File: src/rtl/arb_pkg.sv
// Shared definitions for the arbiter request front end: client count and index type.
package arb_pkg;

  localparam int NUM_REQUESTERS = 4;
  localparam int DEFAULT_DEPTH  = 3;
  localparam int CLIENT_IDX_W   = (NUM_REQUESTERS > 1) ? $clog2(NUM_REQUESTERS) : 1;

  typedef logic [CLIENT_IDX_W-1:0] client_idx_t;

endpackage

File: src/rtl/arb_req_client.sv
// Per-client pending-request counter with pass-over tracking and a sticky starvation flag.
module arb_req_client
  import arb_pkg::*;
#(
  parameter int DEPTH    = DEFAULT_DEPTH,
  parameter int PASS_MAX = NUM_REQUESTERS
) (
  input  logic clk_i,
  input  logic reset_i,
  input  logic push_i,
  input  logic pop_i,
  input  logic pass_i,
  output logic ready_o,
  output logic req_o,
  output logic starve_o
);

  localparam int CNT_W  = $clog2(DEPTH + 1);
  localparam int PASS_W = $clog2(PASS_MAX + 1);

  logic [CNT_W-1:0]  pend_cnt_reg, pend_cnt_next;
  logic [PASS_W-1:0] pass_cnt_reg, pass_cnt_next;
  logic              starve_reg, starve_next;
  logic              accept;

  assign ready_o  = (pend_cnt_reg < CNT_W'(DEPTH));
  assign req_o    = (pend_cnt_reg != '0);
  assign starve_o = starve_reg;
  assign accept   = push_i & ready_o;

  always_comb begin
    pend_cnt_next = pend_cnt_reg;
    pass_cnt_next = pass_cnt_reg;
    starve_next   = starve_reg;

    if (accept && !pop_i) begin
      pend_cnt_next = pend_cnt_reg + CNT_W'(1);
    end else if (!accept && pop_i) begin
      pend_cnt_next = pend_cnt_reg - CNT_W'(1);
    end

    // Being served or going idle resets the fairness window.
    if (pop_i || (pend_cnt_next == '0)) begin
      pass_cnt_next = '0;
    end else if (pass_i && req_o) begin
      if (pass_cnt_reg >= PASS_W'(PASS_MAX - 1)) begin
        starve_next = 1'b1;
      end
      if (pass_cnt_reg < PASS_W'(PASS_MAX)) begin
        pass_cnt_next = pass_cnt_reg + PASS_W'(1);
      end
    end
  end

  always_ff @(posedge clk_i or posedge reset_i) begin
    if (reset_i) begin
      pend_cnt_reg <= '0;
      pass_cnt_reg <= '0;
      starve_reg   <= 1'b0;
    end else begin
      pend_cnt_reg <= pend_cnt_next;
      pass_cnt_reg <= pass_cnt_next;
      starve_reg   <= starve_next;
    end
  end

endmodule

File: src/rtl/arb_req_front.sv
// Request front end for a round-robin arbiter: per-client queues, grant decode, yumi and protocol check.
module arb_req_front #(
  parameter int NUM_REQUESTERS = arb_pkg::NUM_REQUESTERS,
  parameter int DEPTH          = arb_pkg::DEFAULT_DEPTH
) (
  input  logic                              clk_i,
  input  logic                              reset_i,
  input  logic [NUM_REQUESTERS-1:0]         push_i,
  output logic [NUM_REQUESTERS-1:0]         ready_o,
  output logic [NUM_REQUESTERS-1:0]         reqs_o,
  input  logic [NUM_REQUESTERS-1:0]         grants_i,
  output logic                              yumi_o,
  output logic                              sink_v_o,
  output logic [$clog2(NUM_REQUESTERS)-1:0] sink_id_o,
  input  logic                              sink_ready_i,
  output logic [NUM_REQUESTERS-1:0]         starve_o,
  output logic                              error_o
);

  localparam int IDX_W = $clog2(NUM_REQUESTERS);

  logic [NUM_REQUESTERS-1:0] reqs;
  logic [NUM_REQUESTERS-1:0] valid_grant;
  logic [NUM_REQUESTERS-1:0] pop_vec;
  logic [IDX_W-1:0]          sink_id;
  logic                      grant_multi, grant_orphan;
  logic                      error_reg, error_next;

  assign valid_grant = grants_i & reqs;
  assign sink_v_o    = |valid_grant;
  assign yumi_o      = sink_v_o & sink_ready_i;
  assign sink_id_o   = sink_id;
  assign reqs_o      = reqs;

  // Lowest set bit wins so a malformed multi-bit grant still yields one well-defined pop.
  always_comb begin
    sink_id = '0;
    for (int i = NUM_REQUESTERS - 1; i >= 0; i--) begin
      if (valid_grant[i]) begin
        sink_id = IDX_W'(i);
      end
    end
  end

  generate
    for (genvar gi = 0; gi < NUM_REQUESTERS; gi++) begin : g_client
      assign pop_vec[gi] = yumi_o && (sink_id == IDX_W'(gi));

      arb_req_client #(
        .DEPTH    (DEPTH),
        .PASS_MAX (NUM_REQUESTERS)
      ) u_client (
        .clk_i    (clk_i),
        .reset_i  (reset_i),
        .push_i   (push_i[gi]),
        .pop_i    (pop_vec[gi]),
        .pass_i   (yumi_o && !pop_vec[gi]),
        .ready_o  (ready_o[gi]),
        .req_o    (reqs[gi]),
        .starve_o (starve_o[gi])
      );
    end
  endgenerate

  assign grant_multi  = |(grants_i & (grants_i - NUM_REQUESTERS'(1)));
  assign grant_orphan = |(grants_i & ~reqs);
  assign error_next   = error_reg | grant_multi | grant_orphan;
  assign error_o      = error_reg;

  always_ff @(posedge clk_i or posedge reset_i) begin
    if (reset_i) begin
      error_reg <= 1'b0;
    end else begin
      error_reg <= error_next;
    end
  end

endmodule

File: config.mk
export PLATFORM = sky130hd
export DESIGN_NAME = arb_req_front
export DESIGN_NICKNAME = d
export VERILOG_FILES = /design/src/rtl/arb_pkg.sv /design/src/rtl/arb_req_client.sv /design/src/rtl/arb_req_front.sv
export SDC_FILE = /design/constraint.sdc
export NUM_CORES = 1
export LEC_CHECK = 0
export ABC_AREA = 1
export BUFFER_PORTS_ARGS = -buffer_cell sky130_fd_sc_hd__buf_2
export CAP_MARGIN = 20
export CORE_UTILIZATION = 51
export CTS_BUF_LIST = sky130_fd_sc_hd__clkbuf_16
export DETAILED_ROUTE_END_ITERATION = 10
export MAX_ROUTING_LAYER = met4
export PLACE_DENSITY_LB_ADDON = 0.15
export SLEW_MARGIN = 20
export SYNTH_ARGS = -nofsm -noshare
export SYNTH_HDL_FRONTEND = slang
export SYNTH_SLANG_ARGS = --single-unit
File: constraint.sdc
create_clock -name clk_i -period 1.71 [get_ports clk_i]
set_input_delay 0.342 -clock clk_i [delete_from_list [all_inputs] [get_ports clk_i]]
set_output_delay 0.342 -clock clk_i [all_outputs]
set_load 0.005 [all_outputs]
==> results of run 1 <==
[layout make-up]
type,count,share of cell area (%)
well taps,46,1.98
flip-flops and latches,25,21.5
clock inverters,1,0.172
repair buffers,95,25.4
clock buffers,3,2.58
inverters,56,7.73
multi-input cells,152,40.7
[synthesized netlist by cell type]
master / n
buf_4: 12
nor2_1: 24
inv_2: 7
a21oi_1: 12
a2111o_1: 1
nor3_2: 1
xnor2_1: 1
nand3_2: 2
dfrtp_1: 25
nor2_2: 2
nor2_4: 1
xor2_1: 7
nand2_2: 11
nand2_1: 49
inv_1: 49
nor2_8: 1
nand4_1: 1
o21ai_1: 2
nand3_1: 14
o21ai_0: 5
ha_1: 16
nand2_4: 2
[stage by stage]
stage                     setup TNS, ps  cells  instance area, um2  worst slack, ps
after floorplan                    -103    245                1860            -26.0
after global placement            -1680    341                2230             -118
after detailed placement          -2280    341                2230             -144
after CTS                         -2710    362                2540             -181
after global routing              -8820    378                2910             -503
final                             -6170    378                2910             -371
[cell families after synthesis]
group | Yosys count | synth area share (%)
DFF | 25 | 34.4
and+or+nand+nor | 108 | 28.4
adders and majority gates | 16 | 11.0
AOI/OAI and AO/OA | 20 | 5.85
xor gates and xnor gates | 8 | 3.85
buffers and inverters | 68 | 16.5
[metal layers]
metal  wire (um)  track usage, %
met5           0               -
met4         221            7.62
met3         215            2.69
met2        3040            43.3
met1        2340            28.7
[worst register-to-register path, stage by stage, from the launching register on]
cell     delay [ps]
dfrtp_1         390
inv_2            80
ha_4            180
inv_2            60
nand2_2          60
nand2_4          90
nor2_4           50
nor2_8          170
buf_6           120
nand4_1         170
nand2_1         130
nand2_1          90
nand2_2         110
inv_2            40
nand2_2          70
nand2_2          80
nor2_1          110
[placed cells by master (no fill, tap or decap), drive strengths merged]
| cell | instances |
|---|---|
| a21oi | 12 |
| inv | 56 |
| clkbuf | 3 |
| buf | 95 |
| ha | 16 |
| nand3 | 16 |
| xnor2 | 1 |
| nor2 | 28 |
| xor2 | 7 |
| o21ai | 7 |
| nand4 | 1 |
| nor3 | 1 |
| dfrtp | 25 |
| a2111o | 1 |
| clkinv | 1 |
| nand2 | 62 |
[report_power, final]
part / switching, W / internal (W)
Clock: 0.000235 / 0.000317
Sequential: 0.000166 / 0.000803
Combinational: 0.00195 / 0.00187
Total: 0.00235 / 0.00299
[final timing paths]
check                      depth (start not counted)  slack, ps                                          endpoint
max                                               16       -370  g_client[0].u_client.pass_cnt_reg[2]$_DFFE_PP0P_
min in group clk_i                                 2        410                                 error_o$_DFF_PP0_
min                                                3        120    g_client[1].u_client.pend_cnt_reg[1]$_DFF_PP0_
max in group asynchronous                          3       1330    g_client[0].u_client.pend_cnt_reg[0]$_DFF_PP0_
min reg2reg                                        2        460         g_client[1].u_client.starve_o$_DFFE_PP0P_
max reg2reg                                       16       -370  g_client[0].u_client.pass_cnt_reg[2]$_DFFE_PP0P_
[timing repair]
action                                  in CTS  in global routing
pin swaps                                   11                 21
gates resized for setup                     32                 59
endpoints found under the setup margin      24                 28
setup buffers                               17                 18
==> reports/results.tsv, run 1 <==
stage	metric	value	unit
outcome	outcome	finished with violations	
outcome	failing checks	setup timing	
layout	flip-flop count of the largest register after layout	12	
global_route	grt total ovfl	0	
clock_tree	Worst-Skew Late Latency	270	ps
timing	Worst Skew	8.39	ps
place	hpwl dp	2670	um
timing	Final setup violation count	28	
global_route	gr usage total	24.3	%
drt	Vias	1929	
setup_path	Worst setup startpoint	g_client[3].u_client.pend_cnt_reg[0]$_DFF_PP0_	
timing	fin crit period	2080	ps
drt	DR WL/cell	15.4	um
layout	Antenna Cells	0	
clock_tree	CTS tree	yes	
floorplanning	IO Count	28	
setup_path	Worst Path Arrival	2280	ps
synthesis	Synth area leaders	dfrtp_1, ha_1, inv_1	
timing	period utilization	122	%
drt	Routed WL	5810	um
clock_tree	H-tree depth	1	
drt	vias per cell	5.10	
timing	RSZ-0062 raised after global routing	yes	
power	Lkg Pwr	1.55	nW
floorplanning	FP Rows	21	
setup_path	CP required	1910	ps
layout	layout cells sized above 1	54.8	%
timing	setup ws final	-371	ps
synthesis	#FFs+latches synth	25	
synthesis	Ys Warns	0	
synthesis	share of the synthesized area in the top cell type	34.4	%
layout	filler instances	182	
synthesis	cell taking the most area after synthesis	dfrtp_1	
drt	post-route ant nets	0	
timing	Max-slew headroom	67.3	%
layout	Final Util	86.6	%
global_route	first-pass GRT wire length	6520	um
clock_tree	root buf cell	clkbuf_16	
clock_tree	CTS Buf Count	3	
flow_run	max-cap violations	0	
setup_path	reg2reg start	g_client[3].u_client.pend_cnt_reg[0]$_DFF_PP0_	
layout	Layout Nets	360	
worst_hold_path	worst hold path type	in2async	
drt	Iter 0 DRT Violations	93	
drt	# DRC	0	
synthesis	Yosys cell types	22	
place	Placer Congestion	0.765	
clock_tree	clk sink count	25	
floorplanning	core area	3360	um2
synthesis	sequential fraction of the synthesis area	34.4	%
setup_path	critical-path cell list	inv_2 -> ha_4 -> inv_2 -> nand2_2 -> nand2_4 -> nor2_4 -> nor2_8 -> buf_6 -> nand4_1 -> nand2_1 -> nand2_1 -> nand2_2 -> inv_2 -> nand2_2 -> nand2_2 -> nor2_1	
global_route	largest net degree at the start of global routing	26	
setup_path	sum of buffers and inverters on the critical path	4	
setup_path	Critical-path top delay cell	dfrtp_1	
setup_path	crit-path most repeated cell	nand2_2	
synthesis	Mapped Avg Cell Area	7.42	um2
timing	final hold violations	0	
clock_tree	Hold-fix buffers, CTS	0	
timing	worst hold margin	119	ps
timing	Worst Tran Pin Value	486	ps
setup_path	crit-path max cell delay	390	ps
setup_path	Worst setup EP type	register	
power	Pwr Total	0.00534	W
place	PortBufs	27	
clock_tree	CTS clock-pin slew for the worst setup and hold paths	70	ps
setup_path	CP max FO	4	
global_route	initial antenna violation count	0	
synthesis	syn_nets	272	
floorplanning	Initial Util	54.1	%
synthesis	Cells after Synth	245	
setup_path	CP Launch Type	register	
setup_path	delay-heaviest family, CP	simple AND/OR/NAND/NOR gates	
layout	Layout area overhead	60.3	%
timing	Max Fclk	481	MHz
drt	Pre-Repair DR Iteration Count	4	
clock_tree	CTS Buffer Depth	2	
floorplanning	Die Y	61.7	um
setup_path	kind of critical path	reg2reg	
floorplanning	Die W	61.7	um
power	Peak VDD IR	1350	uV
floorplanning	Die Area	3810	um2
layout	Seq. cell area	626	um2
power	power density cells	1830	nW/um2
timing	Slew Limit Fails	0	
global_route	vias in the first global route	1544	
synthesis	Syn Std Cell Area	1820	um2
layout	footprint of the multi-input gates	1190	um2
(Power assumes the default switching activity.)
==> run 2: changes to the inputs <==
Settings changed: ABC_AREA 1 to default.
==> reports/results.tsv, run 2 <==
stage	metric	value	unit
power	Lkg Pwr	1.26	nW
setup_path	crit path to	yumi_o	
setup_path	kind of critical path	reg2out	
drt	DR WL/cell	15.0	um
outcome	failing checks	setup timing	
layout	layout cells sized above 1	46.2	%
timing	Slew Limit Fails	0	
setup_path	Worst R2R Path Depth	8	
synthesis	Syn Std Cell Area	1820	um2
setup_path	Worst setup EP type	output port	
setup_path	delay-heaviest family, CP	simple AND/OR/NAND/NOR gates	
setup_path	Worst setup startpoint	g_client[2].u_client.pend_cnt_reg[1]$_DFF_PP0_	
setup_path	CP Launch Type	register	
floorplanning	Die Y	61.7	um
setup_path	Critical-path top delay cell	dfrtp_1	
synthesis	cell taking the most area after synthesis	dfrtp_1	
clock_tree	clk sink count	25	
timing	Worst Skew	4.70	ps
synthesis	syn_nets	224	
floorplanning	FP Rows	21	
layout	Layout Nets	288	
clock_tree	CTS Buf Count	3	
floorplanning	IO Count	28	
drt	Routed WL	4580	um
setup_path	Reg-to-Reg End	g_client[0].u_client.pass_cnt_reg[1]$_DFFE_PP0P_	
floorplanning	Die W	61.7	um
floorplanning	Initial Util	53.7	%
synthesis	Mapped Avg Cell Area	9.23	um2
clock_tree	CTS clock-pin slew for the worst setup and hold paths	70	ps
place	pre-CTS setup slack	-51.9	ps
global_route	gr usage total	22.5	%
drt	Pre-Repair DR Iteration Count	4	
synthesis	Post-synth EDFFs	0	
outcome	outcome	finished with violations	
setup_path	CP required	1370	ps
timing	period utilization	112	%
layout	commonest cells after routing, fill and taps aside	buf_4, dfrtp_1, buf_2, inv_1, nor2_1	
timing	setup ws final	-202	ps
synthesis	share of the synthesized area in the top cell type	34.4	%
setup_path	crit-path max cell delay	390	ps
layout	Layout area overhead	41.9	%
synthesis	Cells after Synth	197	
drt	wire length on met1	1940	um
layout	non-filler cells, final	306	
synthesis	Yosys cell types	41	
timing	fin crit period	1910	ps
place	cell count after placement	282	
timing	Max Fclk	523	MHz
layout	commonest non-fill, non-tap cell in the layout	buf_4	
timing	RSZ-0062 raised after global routing	yes	
drt	met3 wire length	104	um
synthesis	#FFs+latches synth	25	
global_route	grt total ovfl	0	
place	PortBufs	27	
drt	# DRC	0	
timing	Max-slew headroom	58.5	%
synthesis	Ys Warns	0	
setup_path	WP depth	7	
clock_tree	CTS tree	yes	
synthesis	async set-reset flop share out of synthesis	100	%
setup_path	CP max FO	4	
drt	met2 WL	2430	um
clock_tree	Hold-fix buffers, CTS	0	
worst_hold_path	worst hold path type	in2async	
timing	Final setup violation count	18	
timing	Worst Tran Pin Value	612	ps
clock_tree	root buf cell	clkbuf_16	
clock_tree	Worst-Skew Late Latency	260	ps
drt	Vias	1623	
drt	top sig layer	met4	
clock_tree	H-tree depth	1	
flow_run	max-cap violations	0	
drt	Iter 0 DRT Violations	79	
drt	post-route ant nets	0	
layout	Antenna Cells	0	
setup_path	Worst Path Arrival	1570	ps
synthesis	most common flop cell mapped by yosys	dfrtp_1	
setup_path	critical-path cell list	inv_2 -> ha_4 -> and2b_2 -> nor2_4 -> nand2_2 -> and2_4 -> buf_6	
layout	filler instances	217	
clock_tree	CTS Buffer Depth	2	
floorplanning	Die Area	3810	um2
power	power density cells	1750	nW/um2
drt	vias per cell	5.30	
setup_path	reg2reg start	g_client[2].u_client.pend_cnt_reg[1]$_DFF_PP0_	
global_route	vias in the first global route	1501	
floorplanning	core area	3390	um2
synthesis	Commonest cells post-synth	inv_1, dfrtp_1, nor2_1	
place	hpwl dp	2720	um
layout	flip-flop count of the largest register after layout	12	
setup_path	flop2flop setup slack	-150	ps
timing	final hold violations	0	
synthesis	Synth area leaders	dfrtp_1, ha_1, inv_1	
global_route	initial antenna violation count	0	
setup_path	sum of buffers and inverters on the critical path	2	
synthesis	count leader, synth	inv_1	
power	Peak VDD IR	864	uV
place	Placer Congestion	0.841	
global_route	largest net degree at the start of global routing	26	
synthesis	sequential fraction of the synthesis area	34.4	%
global_route	first-pass GRT wire length	6280	um
run 2: changes by cell type in the layout (fill, tap and decap cells not counted), moves of 6 or more:
cell     change
nand2_1     -23
inv_2       -15
buf_6        -8
inv_4        -6
mux2i_1      +6
buf_4       -16
xnor2_1      +8
inv_1        -8
nand3_1     -11
nand2_4     -12
nand2_2     -16
run 2: timing repair:
item                       CTS  global route
resized for setup           29            26
hold endpoints to repair     0             0
buffers inserted            10            10
pin swaps                   13            11
setup endpoints to repair   12            23
run 2: per-stage QoR:
step                      setup TNS [ps]  area (um2)  hold WS [ps]  total power [W]  utilization, %
final                              -1390        2580           126          0.00453            76.2
after detailed placement            -168        2110           416          0.00311            62.1
after global placement                 0        2110           410          0.00300            62.1
after CTS                           -641        2380           141          0.00403            70.1
after floorplan                        0        1830           369          0.00250               -
after global routing               -2570        2580           173          0.00482            76.2
run 2: how the worst min path moves through the flow:
stage / to / cells past startpoint
floorplan: error_o$_DFF_PP0_ / 1
global placement: g_client[0].u_client.starve_o$_DFFE_PP0P_ / 3
detailed placement: g_client[0].u_client.starve_o$_DFFE_PP0P_ / 3
CTS: g_client[0].u_client.pass_cnt_reg[1]$_DFFE_PP0P_ / 3
global route: g_client[3].u_client.pass_cnt_reg[2]$_DFFE_PP0P_ / 3
finish: g_client[3].u_client.pass_cnt_reg[2]$_DFFE_PP0P_ / 3
run 2: routing by layer:
layer	GRT usage (%)	vias to the layer above
met5	-	-
met4	6.67	0
met3	2.90	13
met2	39.9	40
met1	26.5	794
li1	-	776
run 2: final cells by class:
cell class	count	area [um2]	area share (%)
multi-input combinational	133	1220	47.2
sequential	25	626	24.2
timing repair buffer	72	504	19.5
inverter	26	97.6	3.78
clock buffer	3	75.1	2.91
tap	46	57.6	2.23
clock inverter	1	3.75	0.145
run 2: logic make-up after synthesis:
kind of cell / share of synthesized area [%]
simple gates: 18.7
buf+inv: 10.9
compound gates: 14.2
flops: 34.4
fa+ha+maj: 12.1
xor+xnor: 5.78
mux: 3.92
run 2: where the power goes:
| group | internal [W] | leakage, nW | switching [W] |
|---|---|---|---|
| sequential | 0.000800 | 0.307 | 0.000149 |
| clock | 0.000313 | 0.0423 | 0.000212 |
| combinational | 0.00161 | 0.914 | 0.00145 |
run 2: worst min-delay path, cell delays in order:
cell	delay (ps)
buf_2	90
inv_1	40
buf_4	310
==> run 3: changes to the inputs <==
Settings changed: CTS_BUF_LIST sky130_fd_sc_hd__clkbuf_16 to sky130_fd_sc_hd__clkbuf_8 sky130_fd_sc_hd__clkbuf_16, REMOVE_ABC_BUFFERS from default to 1.
==> reports/results.tsv, run 3 (synthesis gave the netlist of run 2 again) <==
stage	metric	value	unit
drt	Vias	1668	
clock_tree	clk sink count	25	
timing	setup_tns	-1530	ps
setup_path	crit-path max cell delay	410	ps
layout	filler instances	215	
drt	Iter 0 DRT Violations	64	
layout	footprint of the multi-input gates	1240	um2
drt	Routed WL	4880	um
timing	Slew Limit Fails	0	
flow_run	max-cap violations	0	
clock_tree	CTS tree	yes	
setup_path	Worst Path Arrival	1590	ps
layout	commonest non-fill, non-tap cell in the layout	buf_4	
clock_tree	CTS Buffer Depth	2	
floorplanning	Initial Util	53.7	%
global_route	gr usage total	24.6	%
setup_path	critical-path cell list	inv_2 -> ha_4 -> and2b_2 -> nor2_4 -> nand2_2 -> and2_4 -> buf_6	
power	Pwr Total	0.00454	W
global_route	first-pass GRT wire length	6640	um
setup_path	Worst R2R Path Depth	9	
drt	DR WL/cell	15.7	um
clock_tree	CTS Buf Count	3	
timing	RSZ-0062 raised after global routing	yes	
outcome	failing checks	setup timing	
power	Peak VDD IR	927	uV
global_route	largest net degree at the start of global routing	26	
floorplanning	Die Area	3810	um2
timing	Max-slew headroom	58.9	%
place	cell count after placement	284	
floorplanning	Die Y	61.7	um
setup_path	Worst setup EP type	output port	
setup_path	CP max FO	3	
global_route	initial antenna violation count	0	
timing	Worst Skew	7.77	ps
outcome	outcome	finished with violations	
clock_tree	CTS clock-pin slew for the worst setup and hold paths	90	ps
drt	# DRC	0	
global_route	vias in the first global route	1525	
drt	Pre-Repair DR Iteration Count	4	
setup_path	flop2flop setup slack	-140	ps
layout	Layout area overhead	43.9	%
timing	setup ws final	-222	ps
power	power density cells	1730	nW/um2
floorplanning	core area	3390	um2
floorplanning	Die W	61.7	um
layout	layout cells sized above 1	50.2	%
layout	Layout Nets	293	
layout	Final Util	77.2	%
setup_path	kind of critical path	reg2out	
layout	Seq. cell area	626	um2
layout	commonest cells after routing, fill and taps aside	buf_4, dfrtp_1, buf_2, nor2_1, inv_1	
timing	Worst Tran Pin Value	607	ps
clock_tree	root buf cell	clkbuf_8	
layout	flip-flop count of the largest register after layout	12	
drt	vias per cell	5.36	
layout	non-filler cells, final	311	
clock_tree	Hold-fix buffers, CTS	0	
setup_path	Critical-path top delay cell	dfrtp_1	
place	hpwl dp	2810	um
timing	period utilization	113	%
place	PortBufs	27	
setup_path	CP Launch Type	register	
setup_path	CP required	1370	ps
timing	fin crit period	1930	ps
floorplanning	IO Count	28	
floorplanning	FP Rows	21	
timing	Final setup violation count	19	
clock_tree	H-tree depth	1	
timing	final hold violations	0	
timing	Max Fclk	518	MHz
place	Placer Congestion	0.902	
global_route	grt total ovfl	0	
layout	Antenna Cells	0	
clock_tree	Worst-Skew Late Latency	270	ps
power	Lkg Pwr	1.26	nW
worst_hold_path	worst hold path type	in2async	
drt	post-route ant nets	0	
run 3: power by group:
group | internal (W) | switching (W)
clock network | 0.000161 | 0.000195
registers | 0.000799 | 0.000160
logic | 0.00170 | 0.00152
total | 0.00266 | 0.00188
run 3: stage by stage:
stage / instance area (um2) / hold slack (ps) / setup WS [ps]
6_report: 2620 / 104 / -222
5_1_grt: 2620 / 145 / -275
4_1_cts: 2370 / 127 / -171
3_5_place_dp: 2110 / 423 / -37.7
3_3_place_gp: 2110 / 410 / -3.02
2_1_floorplan: 1720 / 369 / -3.89
run 3: layout make-up:
class / instances / share of cell area, %
multi-input cells: 133 / 47.5
well taps: 46 / 2.20
inverters: 26 / 3.73
flip-flops and latches: 25 / 23.9
clock inverters: 1 / 0.143
clock buffers: 3 / 1.58
repair buffers: 77 / 21.0
run 3: final timing paths:
kind / to / startpoint
setup / recovery: yumi_o / g_client[2].u_client.pend_cnt_reg[1]$_DFF_PP0_
hold / removal: g_client[3].u_client.starve_o$_DFFE_PP0P_ / reset_i
setup reg to reg: g_client[2].u_client.pend_cnt_reg[1]$_DFF_PP0_ / g_client[0].u_client.pend_cnt_reg[0]$_DFF_PP0_
hold reg to reg: g_client[1].u_client.starve_o$_DFFE_PP0P_ / g_client[1].u_client.starve_o$_DFFE_PP0P_
max in group asynchronous: g_client[1].u_client.starve_o$_DFFE_PP0P_ / reset_i
min in group clk_i: g_client[1].u_client.starve_o$_DFFE_PP0P_ / g_client[1].u_client.starve_o$_DFFE_PP0P_
run 3: metal layers:
metal / share of wire [%] / vias to the layer above / global-route usage [%]
li1: - / 783 / -
met1: 37 / 807 / 26.8
met2: 54 / 51 / 45.3
met3: 4.1 / 27 / 3.93
met4: 4.9 / 0 / 8.25
met5: 0 / - / -
run 3: worst max-delay path: cells and delay by family, from the launching register on:
family                     cells  cell delay (ps)
DFF                            1              410
and+or+nand+nor                4              570
adders and majority gates      1              130
buffers and inverters          2              190
run 3: timing repair:
item                                    CTS  global route
buffers inserted                         12            12
resized for setup                        28            39
endpoints found under the setup margin   16            26
pin swaps                                 9            24
